$ cat src/rtl/mc_boot_loader_if.sv
// mc_boot_loader_if: byte-stream input and memory write port of the boot loader.
interface mc_boot_loader_if #(parameter int ADDR_W = 7);
    logic              in_valid;
    logic [7:0]        in_byte;
    logic              in_ready;
    logic              mem_we;
    logic [ADDR_W-1:0] mem_addr;
    logic [31:0]       mem_wdata;
    modport master(output in_valid, in_byte, input in_ready, mem_we, mem_addr, mem_wdata);
    modport slave(input in_valid, in_byte, output in_ready, mem_we, mem_addr, mem_wdata);
endinterface

$ cat src/rtl/mc_boot_loader.sv
// mc_boot_loader: streams a length-prefixed image into memory, then releases the CPU reset.
// Optional trailing checksum byte when BOOT_CHECKSUM_EN is defined.
module mc_boot_loader #(parameter int ADDR_W = 7) (
    input  logic             clk,
    input  logic             rstn,
    mc_boot_loader_if.slave  bus,
    output logic             cpu_rstn,
    output logic             done,
    output logic             error
);
    typedef enum logic [2:0] {HDR0, HDR1, DATA, CHK, DONE, ERR} state_t;
    localparam logic [16:0] DEPTH = 17'd1 << ADDR_W;
`ifdef BOOT_CHECKSUM_EN
    localparam state_t FIN = CHK;
`else
    localparam state_t FIN = DONE;
`endif
    state_t            state, state_nx;
    logic [7:0]        hdr_msb;
    logic [15:0]       n;
    logic [15:0]       hdr_n;
    logic [1:0]        byte_cnt;
    logic [ADDR_W:0]   word_cnt;
    logic [23:0]       asm_reg;
    logic              acc, last_word;
    assign bus.in_ready = state inside {HDR0, HDR1, DATA, CHK};
    assign acc          = bus.in_valid && bus.in_ready;
    assign hdr_n        = {hdr_msb, bus.in_byte};
    assign last_word    = 16'(word_cnt) == n - 16'd1;
`ifdef BOOT_CHECKSUM_EN
    logic [7:0] sum;
    always_ff @(posedge clk or negedge rstn)
        if (!rstn) sum <= '0;
        else if (acc && state == DATA) sum <= sum + bus.in_byte;
`endif
    always_comb begin
        state_nx = state;
        case (state)
            HDR0: if (acc) state_nx = HDR1;
            HDR1: if (acc) state_nx = (hdr_n == 16'd0) ? FIN : ({1'b0, hdr_n} > DEPTH) ? ERR : DATA;
            DATA: if (acc && byte_cnt == 2'd3 && last_word) state_nx = FIN;
`ifdef BOOT_CHECKSUM_EN
            CHK:  if (acc) state_nx = (bus.in_byte == sum) ? DONE : ERR;
`endif
            default: state_nx = state;
        endcase
    end
    always_ff @(posedge clk or negedge rstn) begin
        if (!rstn) begin
            state         <= HDR0;
            hdr_msb       <= '0;
            n             <= '0;
            byte_cnt      <= '0;
            word_cnt      <= '0;
            asm_reg       <= '0;
            bus.mem_we    <= 1'b0;
            bus.mem_addr  <= '0;
            bus.mem_wdata <= '0;
            cpu_rstn      <= 1'b0;
            done          <= 1'b0;
            error         <= 1'b0;
        end else begin
            state      <= state_nx;
            bus.mem_we <= 1'b0;
            done       <= state_nx == DONE;
            error      <= state_nx == ERR;
            cpu_rstn   <= state == DONE;
            if (acc && state == HDR0) hdr_msb <= bus.in_byte;
            if (acc && state == HDR1) n <= hdr_n;
            if (acc && state == DATA) begin
                asm_reg  <= {asm_reg[15:0], bus.in_byte};
                byte_cnt <= byte_cnt + 2'd1;
                if (byte_cnt == 2'd3) begin
                    bus.mem_we    <= 1'b1;
                    bus.mem_addr  <= word_cnt[ADDR_W-1:0];
                    bus.mem_wdata <= {asm_reg, bus.in_byte};
                    word_cnt      <= word_cnt + 1'b1;
                end
            end
        end
    end
endmodule

$ cat src/flat_wrapper.sv
// flat-port wrapper written by rule: the top's interface ports become plain ports
module mc_boot_loader_flat 
#(parameter int ADDR_W = 7)
  (clk, rstn, cpu_rstn, done, error, bus_in_valid, bus_in_byte, bus_in_ready, bus_mem_we, bus_mem_addr, bus_mem_wdata);
  mc_boot_loader_if #(.ADDR_W(ADDR_W)) bus_i ();
  input  logic clk;
  input  logic rstn;
  output logic cpu_rstn;
  output logic done;
  output logic error;
  input wire logic [$bits(bus_i.in_valid)-1:0] bus_in_valid;
  input wire logic [$bits(bus_i.in_byte)-1:0] bus_in_byte;
  output wire logic [$bits(bus_i.in_ready)-1:0] bus_in_ready;
  output wire logic [$bits(bus_i.mem_we)-1:0] bus_mem_we;
  output wire logic [$bits(bus_i.mem_addr)-1:0] bus_mem_addr;
  output wire logic [$bits(bus_i.mem_wdata)-1:0] bus_mem_wdata;
  assign bus_i.in_valid = bus_in_valid;
  assign bus_i.in_byte = bus_in_byte;
  assign bus_in_ready = bus_i.in_ready;
  assign bus_mem_we = bus_i.mem_we;
  assign bus_mem_addr = bus_i.mem_addr;
  assign bus_mem_wdata = bus_i.mem_wdata;
  mc_boot_loader #(.ADDR_W(ADDR_W)) u_core (.clk(clk), .rstn(rstn), .bus(bus_i), .cpu_rstn(cpu_rstn), .done(done), .error(error));
endmodule
$ cat config.mk
export PLATFORM = sky130hd
export DESIGN_NAME = mc_boot_loader_flat
export DESIGN_NICKNAME = d
export VERILOG_FILES = /design/src/rtl/mc_boot_loader_if.sv /design/src/rtl/mc_boot_loader.sv /design/src/flat_wrapper.sv
export SDC_FILE = /design/constraint.sdc
export NUM_CORES = 1
export LEC_CHECK = 0
export ABC_AREA = 1
export CAP_MARGIN = 20
export CORE_MARGIN = 1.5
export CORE_UTILIZATION = 30
export CTS_CLUSTER_DIAMETER = 100
export DETAILED_ROUTE_END_ITERATION = 7
export GPL_ROUTABILITY_DRIVEN = 1
export SLEW_MARGIN = 5
export SYNTH_ARGS = -nofsm -noshare
export SYNTH_HDL_FRONTEND = slang
export SYNTH_SLANG_ARGS = --single-unit
$ cat constraint.sdc
create_clock -name clk -period 2.45 [get_ports clk]
set_clock_uncertainty 0.15 [all_clocks]
set_input_delay 0.3675 -clock clk [delete_from_list [all_inputs] [get_ports clk]]
set_output_delay 0.3675 -clock clk [all_outputs]
set_load 0.02 [all_outputs]
Word-level counts from Yosys, hierarchy flattened
Cells that the tools add are included.

word-level totals
  output and inout bits = 44
  bits in registers = 104
  word-level logic and storage cells = 42
  input port bits = 11

operators by class
  magnitude comparators = 1
  mux-type cells = 8
  reductions and logical operators = 10
  eq/ne operators = 8
  add/sub/neg operators = 3

operator list
  operator                                                               count
  8-bit by 16-bit == test with 1-bit output                              1
  16-bit by 8-bit > comparator with 1-bit output, second input constant  1
  16-bit logical NOT                                                     1
  16-bit by 1-bit subtractor with 16-bit output, second input constant   1
  3-bit two-way mux                                                      5
  3-bit == test, second input constant                                   3
  3-bit one-hot mux with 3 select lines                                  1
  8-bit by 1-bit adder with 8-bit output, second input constant          1
  3-bit by 2-bit == test with 1-bit output, second input constant        2
  1-bit logical AND                                                      6
  4-bit nonzero test                                                     1
  3-bit by 1-bit == test with 1-bit output, second input constant        1
  3-bit logical NOT                                                      1
  2-bit by 1-bit adder with 2-bit output, second input constant          1
  2-bit == test, second input constant                                   1
  1-bit two-way mux                                                      2
  2-bit AND reduction                                                    1

Depth between registers and ports, before layout
  depth in word-level cells = 8
  gate-level depth with buffers = 16
  gate-level depth less buffers = 16

Least setup slack after synthesis
No wires, ideal clock.

  path kind = register to register
  from = register u_core.n[0]
  to = register u_core.done
  setup time = 72 ps
  stages on the path, launching flop included = 15
  slack = 621 ps
  arrival = 1607 ps
  buffers on the path = 0
  cell sequence = dfrtp_1 > inv_1 > ha_1 > nand2_1 > nor2_1 > nand2_1 > nand2_1 > nand2_1 > nor2_1 > nand2_1 > nor2_1 > nand3_1 > nand3_1 > inv_1 > nor2_1

on the way
  longest elaborated chain between the ends = 6

RTL lines
  item                                           line                  text
  start: declaration                             mc_boot_loader.sv:20  logic [15:0] n;
  start signal: assignment                       mc_boot_loader.sv:69  if (acc && state == HDR1) n <= hdr_n;
  16-bit by 1-bit subtractor with 16-bit output  mc_boot_loader.sv:29  assign last_word = 16'(word_cnt) == n - 16'd1;
  8-bit by 16-bit == test with 1-bit output      mc_boot_loader.sv:29
  1-bit logical AND                              mc_boot_loader.sv:41  DATA: if (acc && byte_cnt == 2'd3 && last_word) state_nx = FIN;
  3-bit two-way mux                              mc_boot_loader.sv:41
  3-bit one-hot mux with 3 select lines          mc_boot_loader.sv:38  case (state)
  named net u_core.state_nx[2]                   mc_boot_loader.sv:18  state_t state, state_nx;
  3-bit == test                                  mc_boot_loader.sv:65  done <= state_nx == DONE;
  end signal: assignment                         mc_boot_loader.sv:60  done <= 1'b0;
  end signal: assignment                         mc_boot_loader.sv:65
  end: declaration                               mc_boot_loader.sv:8   output logic done,

The timed path passes the listed nets, and every way through them passes these cells.
A chain may end at the register's enable or synchronous reset.

Final worst setup path
  from = register u_core.n[0]
  to = register u_core.done

on the way
  longest elaborated chain between the ends = 6

RTL lines
  item                                           line
  16-bit by 1-bit subtractor with 16-bit output  mc_boot_loader.sv:29
  8-bit by 16-bit == test with 1-bit output      mc_boot_loader.sv:29
  1-bit logical AND                              mc_boot_loader.sv:41
  3-bit two-way mux                              mc_boot_loader.sv:41
  3-bit one-hot mux with 3 select lines          mc_boot_loader.sv:38
  3-bit == test                                  mc_boot_loader.sv:65

Every way passes these cells.

==> flow_metrics.py <==
metrics = {
    "status": {
        "result_of_the_run": "finished, final reports clean",
    },
    "worst_setup_path": {
        "cp_slowest_cell": "sky130_fd_sc_hd__dfrtp_1",
        "end_kind": "flop",
        "r2r_start": "u_core.n[0]$_DFFE_PN0P_",
        "critical_path.most_common_cell": "sky130_fd_sc_hd__nand2_1",
        "worst-endpoint-arrival_ns": 2.31,
        "path_delay_family": "simple AND/OR/NAND/NOR gates",
        "data_required_time_of_the_worst_path_ns": 2.58,
        "critical_path.max_stage_delay_ns": 0.40,
        "critical_path_buf_inv_count": 1,
        "critical_path.max_fanout": 5,
        "ff2ff_setup_slack_ns": 0.27,
        "ff2ff_path_depth": 12,
        "rr_endpoint": "u_core.done$_DFF_PN0_",
        "worst_setup_path_start_kind": "flop",
        "kind_of_critical_path": "flop to flop",
        "crit_chain": "inv_1 > ha_2 > nand2_1 > nor2_1 > nand2_1 > nand2_1 > nand3_1 > nor2_1 > nand3_1 > nand2_1 > nand4_1 > nor2_1",
    },
    "global_route": {
        "grtUsageTotal_pct": 13.98,
        "grt-ovfl-total": 0,
        "grt_start_max_net_pins": 79,
        "grt_first_pass_wirelength_mm": 18.28,
        "first_global_vias": 3731,
        "initial_antenna_violation_count": 0,
    },
    "final_layout": {
        "final_layout_size_suffix_gt1_share_pct": 5.222,
        "antenna_cells": 0,
        "flow.area_growth_from_synthesis_pct": 23.11,
        "largest_register_ff_count": 32,
        "nNetsFinal": 641,
        "multi_input_area_sq_mm": 0.001734,
        "final_util_pct": 37.93,
        "fin_cells": 820,
        "seqCellArea_sq_mm": 0.002603,
        "final_design_area_no_fill_sq_mm": 0.005766,
        "fillers": 1569,
    },
    "worst_hold_path": {
        "worstHoldStart": "u_core.byte_cnt[0]$_DFFE_PN0P_",
        "worstHoldEndpoint": "u_core.byte_cnt[0]$_DFFE_PN0P_",
        "hold-path-cell-count": 1,
        "worst_hold_check_path_type": "flop to flop",
    },
    "pwr": {
        "power.sequential.fraction_pct": 53.3,
        "clkPwrFrac_pct": 40.0,
        "leakagePower_nw": 2.805,
        "total_switching_power_uw": 796.5,
        "internal-power_mw": 2.588,
        "power_density_mw_per_mm2": 587.1,
        "share_comb_of_total_power_pct": 6.7,
        "power_switching_share_pct": 23.53,
        "ir_worst_vdd_uv": 283.6,
    },
    "synthesis": {
        "yosys.area.top_type_share_pct": 55.57,
        "seq_area_frac_synth_pct": 55.57,
        "postSynthCellCount": 572,
        "synth_top_cells_by_area": "sky130_fd_sc_hd__dfrtp_1 56%, sky130_fd_sc_hd__nand2_1 15%, sky130_fd_sc_hd__o21ai_0 9.2%",
        "synth.lib_cells_used.distinct": 24,
        "yosysTopAreaCell": "sky130_fd_sc_hd__dfrtp_1",
        "synth.net_count": 586,
        "synth.yosys.warnings": 0,
        "syn_avg_cell_area_sq_um": 8.187,
        "synth.ff_latch_count": 104,
        "mappedNetlistArea_sq_mm": 0.004683,
    },
    "cts": {
        "clock_latency_ns": 0.34,
        "tritoncts_clock_tree": "done",
        "clk_pin_slew_worst_paths_ns": 0.07,
        "cts.path.max_buffers": 2,
        "cts_root_buf": "sky130_fd_sc_hd__clkbuf_16",
        "clock_sinks": 104,
        "cts_buffers": 9,
        "cts_htree_levels": 3,
    },
    "placed_design": {
        "port_buffers": 54,
        "dp_hpwl_mm": 7.627,
        "postPlaceCellArea_sq_mm": 0.005472,
        "gpl.final_weighted_congestion": 0.8623,
        "placed_cells_incl_taps": 803,
    },
    "timing": {
        "max_slew_margin_pct": 69.36,
        "final-max-slew-violation-count": 0,
        "timing.final.crit_share_pct": 88.96,
        "hold_slack_ns": 0.3312,
        "grt_setup_unrepaired": "false",
        "post-route-min-period_ns": 2.180,
        "max_freq_mhz": 458.8,
        "worst_slew_pin_slew_ns": 0.4595,
        "post_route_setup_tns_ns": 0,
        "timing.final.setup_violations": 0,
        "hold_viol": 0,
    },
    "detailed_routing": {
        "detail_route.wirelength_mm": 10.62,
        "wl_per_cell_um": 12.95,
        "antenna_violating_nets_post_route": 0,
        "dr_total_vias": 3740,
        "detailedRoute.firstIterationViolations": 186,
        "avgViaCountPerCell": 4.561,
        "first_pass_iteration_count_of_the_detailed_router": 4,
        "route.detailed.drc": 0,
    },
    "floorplan": {
        "die_width_um": 127.9,
        "starting_density_pct": 30.81,
        "design.die.area_sq_mm": 0.01637,
        "io_pins": 55,
        "core_area_sq_mm": 0.01520,
        "fp-row-count": 45,
        "die_h_um": 127.9,
    },
    "job": {
        "max_cap_check_violation_count": 0,
    },
}
==> layout by cell type (no fill, tap or decap), types with 4 or more instances in the layout <==
cell type,n
sky130_fd_sc_hd__dfrtp_1,104
sky130_fd_sc_hd__nand3_1,25
sky130_fd_sc_hd__clkbuf_16,9
sky130_fd_sc_hd__buf_4,4
sky130_fd_sc_hd__clkdlybuf4s50_1,53
sky130_fd_sc_hd__nand2_1,181
sky130_fd_sc_hd__nor2_1,46
sky130_fd_sc_hd__xor2_1,11
sky130_fd_sc_hd__inv_1,75
sky130_fd_sc_hd__o21ai_0,86
==> per-stage QoR <==
stage	power, mW	setup slack (ns)
2_1_floorplan	1.920	0.6215
3_3_place_gp	2.063	0.1653
3_5_place_dp	2.066	0.1528
4_1_cts	3.418	0.1516
5_1_grt	3.520	0.03622
6_report	3.385	0.2704
==> power groups by stage <==
stage / clock, mW / combinational, mW / sequential (mW)
global route: 1.46 / 0.255 / 1.81
finish: 1.35 / 0.228 / 1.80
CTS: 1.38 / 0.233 / 1.80
floorplan: 0 / 0.0498 / 1.87
global placement: 0 / 0.228 / 1.84
detailed placement: 0 / 0.231 / 1.84
==> Yosys cell counts <==
cell type	count
sky130_fd_sc_hd__nand3b_1	3
sky130_fd_sc_hd__dfrtp_1	104
sky130_fd_sc_hd__nor2_1	47
sky130_fd_sc_hd__xor2_1	11
sky130_fd_sc_hd__buf_1	2
sky130_fd_sc_hd__nand4_1	3
sky130_fd_sc_hd__inv_1	76
sky130_fd_sc_hd__xnor2_1	3
sky130_fd_sc_hd__nor3_2	1
sky130_fd_sc_hd__nor2_4	2
sky130_fd_sc_hd__ha_1	3
sky130_fd_sc_hd__o21ai_0	86
sky130_fd_sc_hd__nand3_1	25
sky130_fd_sc_hd__nor3_1	3
sky130_fd_sc_hd__nand3_2	1
sky130_fd_sc_hd__buf_2	3
sky130_fd_sc_hd__nor2_2	1
sky130_fd_sc_hd__nor2_8	1
sky130_fd_sc_hd__nor3_4	1
sky130_fd_sc_hd__nand2_2	1
sky130_fd_sc_hd__nand2_1	181
sky130_fd_sc_hd__inv_2	1
sky130_fd_sc_hd__a21oi_1	1
sky130_fd_sc_hd__clkbuf_1	12
==> area by class of cell <==
type	instances	area share, %
Multi-Input combinational cell	374	30.08
Tap cell	188	4.080
Timing Repair Buffer	61	10.94
Clock inverter	4	0.4774
Sequential cell	104	45.14
Inverter	77	5.013
Clock buffer	12	4.275
==> per-layer routing <==
metal	vias to the layer above	share of wire, %	global-route usage, %
met4	0	1.4	5.354
met3	13	3.9	2.462
met2	73	46	21.88
li1	1890	-	-
met5	-	0	0
met1	1764	49	19.39
==> worst max-delay path by stage <==
stage | startpoint | endpoint | depth (start not counted)
2_1_floorplan | u_core.n[0]$_DFFE_PN0P_ | u_core.done$_DFF_PN0_ | 14
6_report | u_core.n[0]$_DFFE_PN0P_ | u_core.done$_DFF_PN0_ | 12
3_5_place_dp | bus_in_valid | u_core.done$_DFF_PN0_ | 13
4_1_cts | u_core.n[0]$_DFFE_PN0P_ | u_core.done$_DFF_PN0_ | 14
3_3_place_gp | bus_in_valid | u_core.error$_DFF_PN0_ | 13
5_1_grt | u_core.n[0]$_DFFE_PN0P_ | u_core.done$_DFF_PN0_ | 13
==> logic make-up after synthesis <==
family                   count (synthesis)  share of synthesized area [%]
AND/OR/NAND/NOR                        270                          24.10
AO/OA/AOI/OAI                           87                          9.297
adder cells (fa/ha/maj)                  3                         0.8016
flip-flops                             104                          55.57
XOR/XNOR                                14                          2.618
buffers and inverters                   94                          7.614
==> repair_timing <==
action / 4_1_cts / 5_1_grt
buffers inserted: 0 / 0
hold buffers: 1 / 0
gates resized for setup: 0 / 3
endpoints found under the hold margin: 29 / 0
endpoints found under the setup margin: 0 / 3
(Power assumes the default switching activity.)
